### config.mk
export PLATFORM = sky130hd
export DESIGN_NAME = cpu_host_loader
export DESIGN_NICKNAME = d
export VERILOG_FILES = /design/src/rtl/cpu_host_loader.sv
export SDC_FILE = /design/constraint.sdc
export NUM_CORES = 1
export LEC_CHECK = 0
export BUFFER_PORTS_ARGS = -buffer_cell sky130_fd_sc_hd__buf_4
export CAP_MARGIN = 5
export CORE_MARGIN = 2
export CORE_UTILIZATION = 48
export DETAILED_ROUTE_END_ITERATION = 8
export HOLD_SLACK_MARGIN = 0.1
export PLACE_DENSITY = 0.87
export SYNTH_ARGS = -nofsm -noshare
export SYNTH_HDL_FRONTEND = slang
export SYNTH_SLANG_ARGS = --single-unit
### constraint.sdc
create_clock -name clk -period 2.05 [get_ports clk]
set_input_delay 0.1025 -clock clk [delete_from_list [all_inputs] [get_ports clk]]
set_output_delay 0.1025 -clock clk [all_outputs]
set_load 0.02 [all_outputs]
### src/rtl/cpu_host_loader.sv
// cpu_host_loader
//   Host-side initiator for the CPU external memory ports. Commands arrive on a
//   valid/ready stream and either preload instruction/data memory from the
//   in_* word stream, release the core for a bounded number of cycles, or dump
//   data memory back out on the out_* stream. This block is the only driver of
//   the CPU *_ext* and enable inputs.
//
//   Optional feature macro: CPU_HOST_LOADER_CHECKSUM_EN
//     defined   -> checksum is a running 32-bit sum of every word written or
//                  dumped, cleared on each command accept
//     undefined -> checksum is tied to 0
//
// Ports
//   clk, arst_n                    clock, asynchronous active-low reset
//   cmd_valid/cmd_ready            command handshake
//   cmd_op/cmd_addr/cmd_len        0=LOAD_IMEM 1=LOAD_DMEM 2=RUN 3=DUMP_DMEM,
//                                  start byte address, word count or run cycles
//   in_valid/in_ready/in_data      write-data stream for LOAD_*
//   out_valid/out_ready/out_data   dump-data stream for DUMP_DMEM
//   addr_ext/wen_ext/ren_ext/wdata_ext          instruction-memory port
//   addr_ext_2/wen_ext_2/ren_ext_2/wdata_ext_2  data-memory port
//   rdata_ext_2                    data-memory read data (one cycle after ren)
//   enable                         CPU run enable (only high in RUN)
//   busy, done, checksum           status
//
// state  | meaning
// -------+-------------------------------------------------------------
// IDLE   | waiting for a command, cmd_ready high
// WRITE  | accepting in_* words, one memory write per handshake
// RD_REQ | ren_ext_2 asserted at the current address
// RD_CAP | read data returns, captured into out_data
// RD_OUT | out_valid held until the consumer takes the word
// RUN    | enable high, down-counting the cycle budget

module cpu_host_loader #(
  parameter int LEN_W     = 16,
  parameter int ADDR_STEP = 4
) (
  input  logic             clk,
  input  logic             arst_n,
  input  logic             cmd_valid,
  output logic             cmd_ready,
  input  logic [1:0]       cmd_op,
  input  logic [31:0]      cmd_addr,
  input  logic [LEN_W-1:0] cmd_len,
  input  logic             in_valid,
  output logic             in_ready,
  input  logic [31:0]      in_data,
  output logic             out_valid,
  input  logic             out_ready,
  output logic [31:0]      out_data,
  output logic [31:0]      addr_ext,
  output logic             wen_ext,
  output logic             ren_ext,
  output logic [31:0]      wdata_ext,
  output logic [31:0]      addr_ext_2,
  output logic             wen_ext_2,
  output logic             ren_ext_2,
  output logic [31:0]      wdata_ext_2,
  input  logic [31:0]      rdata_ext_2,
  output logic             enable,
  output logic             busy,
  output logic             done,
  output logic [31:0]      checksum
);

  typedef enum logic [2:0] {
    S_IDLE   = 3'd0,
    S_WRITE  = 3'd1,
    S_RD_REQ = 3'd2,
    S_RD_CAP = 3'd3,
    S_RD_OUT = 3'd4,
    S_RUN    = 3'd5
  } state_t;

  localparam logic [1:0]       OP_LOAD_IMEM = 2'd0;
  localparam logic [1:0]       OP_LOAD_DMEM = 2'd1;
  localparam logic [1:0]       OP_RUN       = 2'd2;
  localparam logic [31:0]      STEP         = 32'(ADDR_STEP);
  localparam logic [LEN_W-1:0] LEN_ONE      = LEN_W'(1);

  state_t           state;
  logic [1:0]       op_q;
  logic [31:0]      cur;
  logic [LEN_W-1:0] remaining;

  logic cmd_fire;
  logic in_fire;
  logic out_fire;
  logic last_word;

  // cmd_ready is gated by reset so the host never sees a ready while held in reset
  assign cmd_ready = (state == S_IDLE) && arst_n;
  assign in_ready  = (state == S_WRITE);
  assign busy      = (state != S_IDLE);
  assign ren_ext   = 1'b0;

  assign cmd_fire  = cmd_valid && cmd_ready;
  assign in_fire   = in_valid && in_ready;
  assign out_fire  = out_valid && out_ready;
  assign last_word = (remaining == LEN_ONE);

  always_ff @(posedge clk or negedge arst_n) begin
    if (!arst_n) begin
      state       <= S_IDLE;
      op_q        <= OP_LOAD_IMEM;
      cur         <= '0;
      remaining   <= '0;
      addr_ext    <= '0;
      wen_ext     <= 1'b0;
      wdata_ext   <= '0;
      addr_ext_2  <= '0;
      wen_ext_2   <= 1'b0;
      ren_ext_2   <= 1'b0;
      wdata_ext_2 <= '0;
      out_valid   <= 1'b0;
      out_data    <= '0;
      enable      <= 1'b0;
      done        <= 1'b0;
    end else begin
      // strobes are single-cycle unless re-asserted below
      wen_ext   <= 1'b0;
      wen_ext_2 <= 1'b0;
      ren_ext_2 <= 1'b0;
      done      <= 1'b0;

      case (state)
        S_IDLE: begin
          if (cmd_fire) begin
            op_q      <= cmd_op;
            cur       <= cmd_addr;
            remaining <= cmd_len;
            if (cmd_len == '0) begin
              done <= 1'b1;
            end else begin
              case (cmd_op)
                OP_LOAD_IMEM, OP_LOAD_DMEM: state <= S_WRITE;
                OP_RUN: begin
                  state  <= S_RUN;
                  enable <= 1'b1;
                end
                default: begin
                  // request issued on entry so ren_ext_2 is high during RD_REQ
                  state      <= S_RD_REQ;
                  ren_ext_2  <= 1'b1;
                  addr_ext_2 <= cmd_addr;
                end
              endcase
            end
          end
        end

        S_WRITE: begin
          if (in_fire) begin
            if (op_q == OP_LOAD_IMEM) begin
              wen_ext   <= 1'b1;
              addr_ext  <= cur;
              wdata_ext <= in_data;
            end else begin
              wen_ext_2   <= 1'b1;
              addr_ext_2  <= cur;
              wdata_ext_2 <= in_data;
            end
            cur       <= cur + STEP;
            remaining <= remaining - LEN_ONE;
            if (last_word) begin
              state <= S_IDLE;
              done  <= 1'b1;
            end
          end
        end

        S_RD_REQ: state <= S_RD_CAP;

        S_RD_CAP: begin
          out_data  <= rdata_ext_2;
          out_valid <= 1'b1;
          state     <= S_RD_OUT;
        end

        S_RD_OUT: begin
          if (out_fire) begin
            out_valid <= 1'b0;
            cur       <= cur + STEP;
            remaining <= remaining - LEN_ONE;
            if (last_word) begin
              state <= S_IDLE;
              done  <= 1'b1;
            end else begin
              state      <= S_RD_REQ;
              ren_ext_2  <= 1'b1;
              addr_ext_2 <= cur + STEP;
            end
          end
        end

        S_RUN: begin
          remaining <= remaining - LEN_ONE;
          if (last_word) begin
            enable <= 1'b0;
            state  <= S_IDLE;
            done   <= 1'b1;
          end
        end

        default: state <= S_IDLE;
      endcase
    end
  end

`ifdef CPU_HOST_LOADER_CHECKSUM_EN
  // in_fire and out_fire are mutually exclusive (different states)
  always_ff @(posedge clk or negedge arst_n) begin
    if (!arst_n) begin
      checksum <= '0;
    end else if (cmd_fire) begin
      checksum <= '0;
    end else if (in_fire) begin
      checksum <= checksum + in_data;
    end else if (out_fire) begin
      checksum <= checksum + out_data;
    end
  end
`else
  assign checksum = '0;
`endif

endmodule

==> results by group <==
Finish
  • Layout Nets: 1672
  • Finished Cell Area: 16800 µm²
  • Reg area: 5480 µm²
  • Layout area overhead: 50.1%
  • Util after Layout: 73.8%
  • Share of layout cells above drive strength 1: 43.1%
  • Fillers: 1443
  • Footprint of the multi-input gates: 5420 µm²

CTS
  • CTS tree: yes
  • Num CTS Buffers: 25
  • Skew-Pair Late Insertion Delay: 0.53 ns
  • H-tree depth: 1
  • CTS root buf: clkbuf_16
  • CTS sink count: 219
  • CTS clk-pin slew, worst paths: 0.06 ns
  • Clock Tree Buf Depth: 3

Worst setup path
  • Worst-path cell chain: buf_4 > nand3_1 > nor4_2 > buf_4 > a31o_2 > nand3_1 > mux2_2
  • Worst setup SP type: flip-flop
  • Cell family with most CP delay: simple AND/OR/NAND/NOR gates
  • FF-to-FF Start: cur[23]
  • CP Class: reg2reg
  • Worst-path fanout max: 6
  • Worst Setup End Kind: flip-flop
  • Required @ worst endpoint: 2.47 ns
  • Buf+Inv Stages, Crit Path: 2
  • Setup crit start: cur[23]
  • Slowest-stage cell, CP: dfrtp_1
  • Critical Path AT: 2.51 ns
  • CP peak stage delay: 0.50 ns

Route
  • WL final: 41.3 mm
  • Vias: 11300
  • Routed Antenna Nets: 0
  • Via density: 6.00
  • DRC: 0
  • Routed wl met2: 20.0 mm
  • WL met3: 4.03 mm
  • Wl on met1: 14.9 mm
  • Drt wl/cell: 21.9 µm
  • 1st-iter DRT viols: 1193
  • 1st-pass router iterations: 6
  • Highest routed layer: met5

Placement
  • Post-DP HPWL: 26.2 mm
  • RePlAce Congestion: 0.960
  • Number of buffers added on ports: 287
  • Placed Instance Area: 14400 µm²

STA
  • Worst hold margin: 0.179 ns
  • Min Tclk post-route: 2.09 ns
  • Final setup vio count: 7
  • Worst slew pin tran: 1.05 ns
  • Unrepaired setup endpoints after global routing: true
  • Final worst slack: -0.0385 ns
  • Setup_tns: -0.112 ns
  • Highest Clock Rate: 479 MHz
  • Worst slew margin: 30.2%
  • Max-slew violations: 0
  • Final Hold Vio Count: 0
  • Fin crit share: 102%
  • Setup Skew: 0.00860 ns

Run
  • Max Cap Viol: 0

Synthesis
  • Count leader, synth: dfrtp_1
  • Post-Synth XOR/XNOR Area: 0.313%
  • Post-Synth Simple-Gate Area: 14.2%
  • Largest family of logic cells by synthesized area: compound AO/OA/AOI/OAI gates
  • Post-Syn Area per Cell: 10.6 µm²
  • Sequential-to-total area share from yosys stat: 48.9%
  • Post-synthesis mux area share: 14.7%
  • Synth Area in Adders: 0.335%
  • Netlist cell types: 74
  • Area leader, netlist: dfrtp_1
  • Mapped Area: 11200 µm²
  • Fraction of registers with async set/reset: 100%
  • Cells after Synth: 1055
  • Post-synth EDFFs: 0
  • Top cells by area, synth: dfrtp_1, mux2_2, a21oi_1
  • YS warnings: 0
  • #FFs+latches synth: 219
  • Top cells by count, synth: dfrtp_1, mux2_2, nand2_1
  • Yosys top cell area share: 48.9%
  • Post-synth top flop: dfrtp_1
  • Post-synthesis compound-gate area fraction: 15.1%

Global routing
  • Initial antenna violation count: 2
  • First-pass GRT wire length: 60.5 mm
  • Overflow after GRT: 0
  • Vias in the first global route: 11300
  • Pin count of the biggest net entering global routing: 129
  • Aggregate global-route resource usage: 31.4%

Power and ir drop
  • Peak VDD IR: 0.985 mV
  • Pwr/cell area: 1750 nW/µm²
  • Leak pwr: 7.50 nW
  • Total Power: 29.5 mW

Run status
  • Failing checks: setup timing
  • Outcome: finished, violations left

Die
  • # rows: 55
  • Die height: 157 µm
  • Die width: 157 µm
  • Ports: 321
  • Die area: 24600 µm²
  • Core area: 22800 µm²
  • Initial cell density of the core: 49.2%

Min path
  • Min-delay worst type: in2async
-- final cells by class --
cell class | instances | share of cell area (%)
sequential | 219 | 32.6
multi-input combinational | 732 | 32.2
timing repair buffer | 551 | 27.4
clock buffer | 33 | 4.14
tap | 313 | 2.33
clock inverter | 11 | 0.751
inverter | 21 | 0.484
antenna | 2 | 0.0298
-- path summary, 6_finish.rpt --
| kind | end | slack, ns | cells after the start |
|---|---|---|---|
| max in group asynchronous | wdata_ext_2[13] | 0.90 | 3 |
| max | addr_ext_2[28] | -0.04 | 7 |
| min reg2reg | addr_ext[22] | 0.48 | 2 |
| max reg2reg | addr_ext_2[28] | -0.04 | 7 |
| min | remaining[13] | 0.18 | 3 |
| min in group clk | out_data[27] | 0.35 | 3 |
-- power by group --
part | internal, mW | switching, mW | total [mW] | leakage (nW)
Sequential | 6.52 | 1.69 | 8.21 | 2.57
Combinational | 7.72 | 9.06 | 16.8 | 4.53
Clock | 2.65 | 1.84 | 4.49 | 0.407
-- per-stage QoR --
stage / std cells / worst slack [ns]
after floorplan: 1087 / 0.00611
after detailed placement: 1704 / -0.0800
after global placement: 1704 / -0.112
final: 1882 / -0.0385
after CTS: 1867 / 0.00215
after global routing: 1881 / -0.0836
-- repair_timing --
item / 4_1_cts / 5_1_grt
hold buffers: 119 / 0
resized for setup: 7 / 61
endpoints found under the setup margin: 26 / 103
setup buffers: 0 / 13
endpoints found under the hold margin: 398 / 0
gates cloned: 0 / 1
pin swaps: 0 / 10
-- state kept, by name, indices dropped and copies added (netlist names), 2 cells and up --
name and cells:
addr_ext 32, addr_ext_2 32, cur 32, out_data 32
wdata_ext 32, wdata_ext_2 32, remaining 16, state 3
op_q 2
-- tightest hold or removal path: cells and delay by family --
kind | cells | cell delay [ns]
buf+inv | 3 | 1.08
-- cell families after synthesis --
group / count (synthesis)
simple gates: 289
compound gates: 256
flops: 219
mux: 147
buf+inv: 136
xor+xnor: 4
fa+ha+maj: 3
other cells: 1
-- layout by cell type, fill, tap and decap left out, drive strengths merged, types with 5 or more instances in the layout --
cell and n:
buf 430, dfrtp 219, mux2 140, dlygate4sd3 119, nand2 77, a21oi 60
o21ai 56, nor2 47, nand3 35, clkbuf 35, conb 33, nor4 27
nor3 23, inv 22, nand4 21, a31oi 17, o22ai 16, a22oi 12
a2bb2oi 12, and2 10, o22a 10, o311ai 9, o31ai 8, and3 8
nand2b 8, mux2i 7, clkinv 7, o32ai 6, o31a 5, or3 5
nor2b 5, o211ai 5, a31o 5, a211oi 5, and4 5, or4 5
-- per-layer routing --
layer	GRT usage (%)	up-vias
met2	51.9	781
met4	16.3	2
met5	0	-
met3	6.45	216
met1	38.9	5460
li1	-	4830
(Power assumes the default switching activity.)
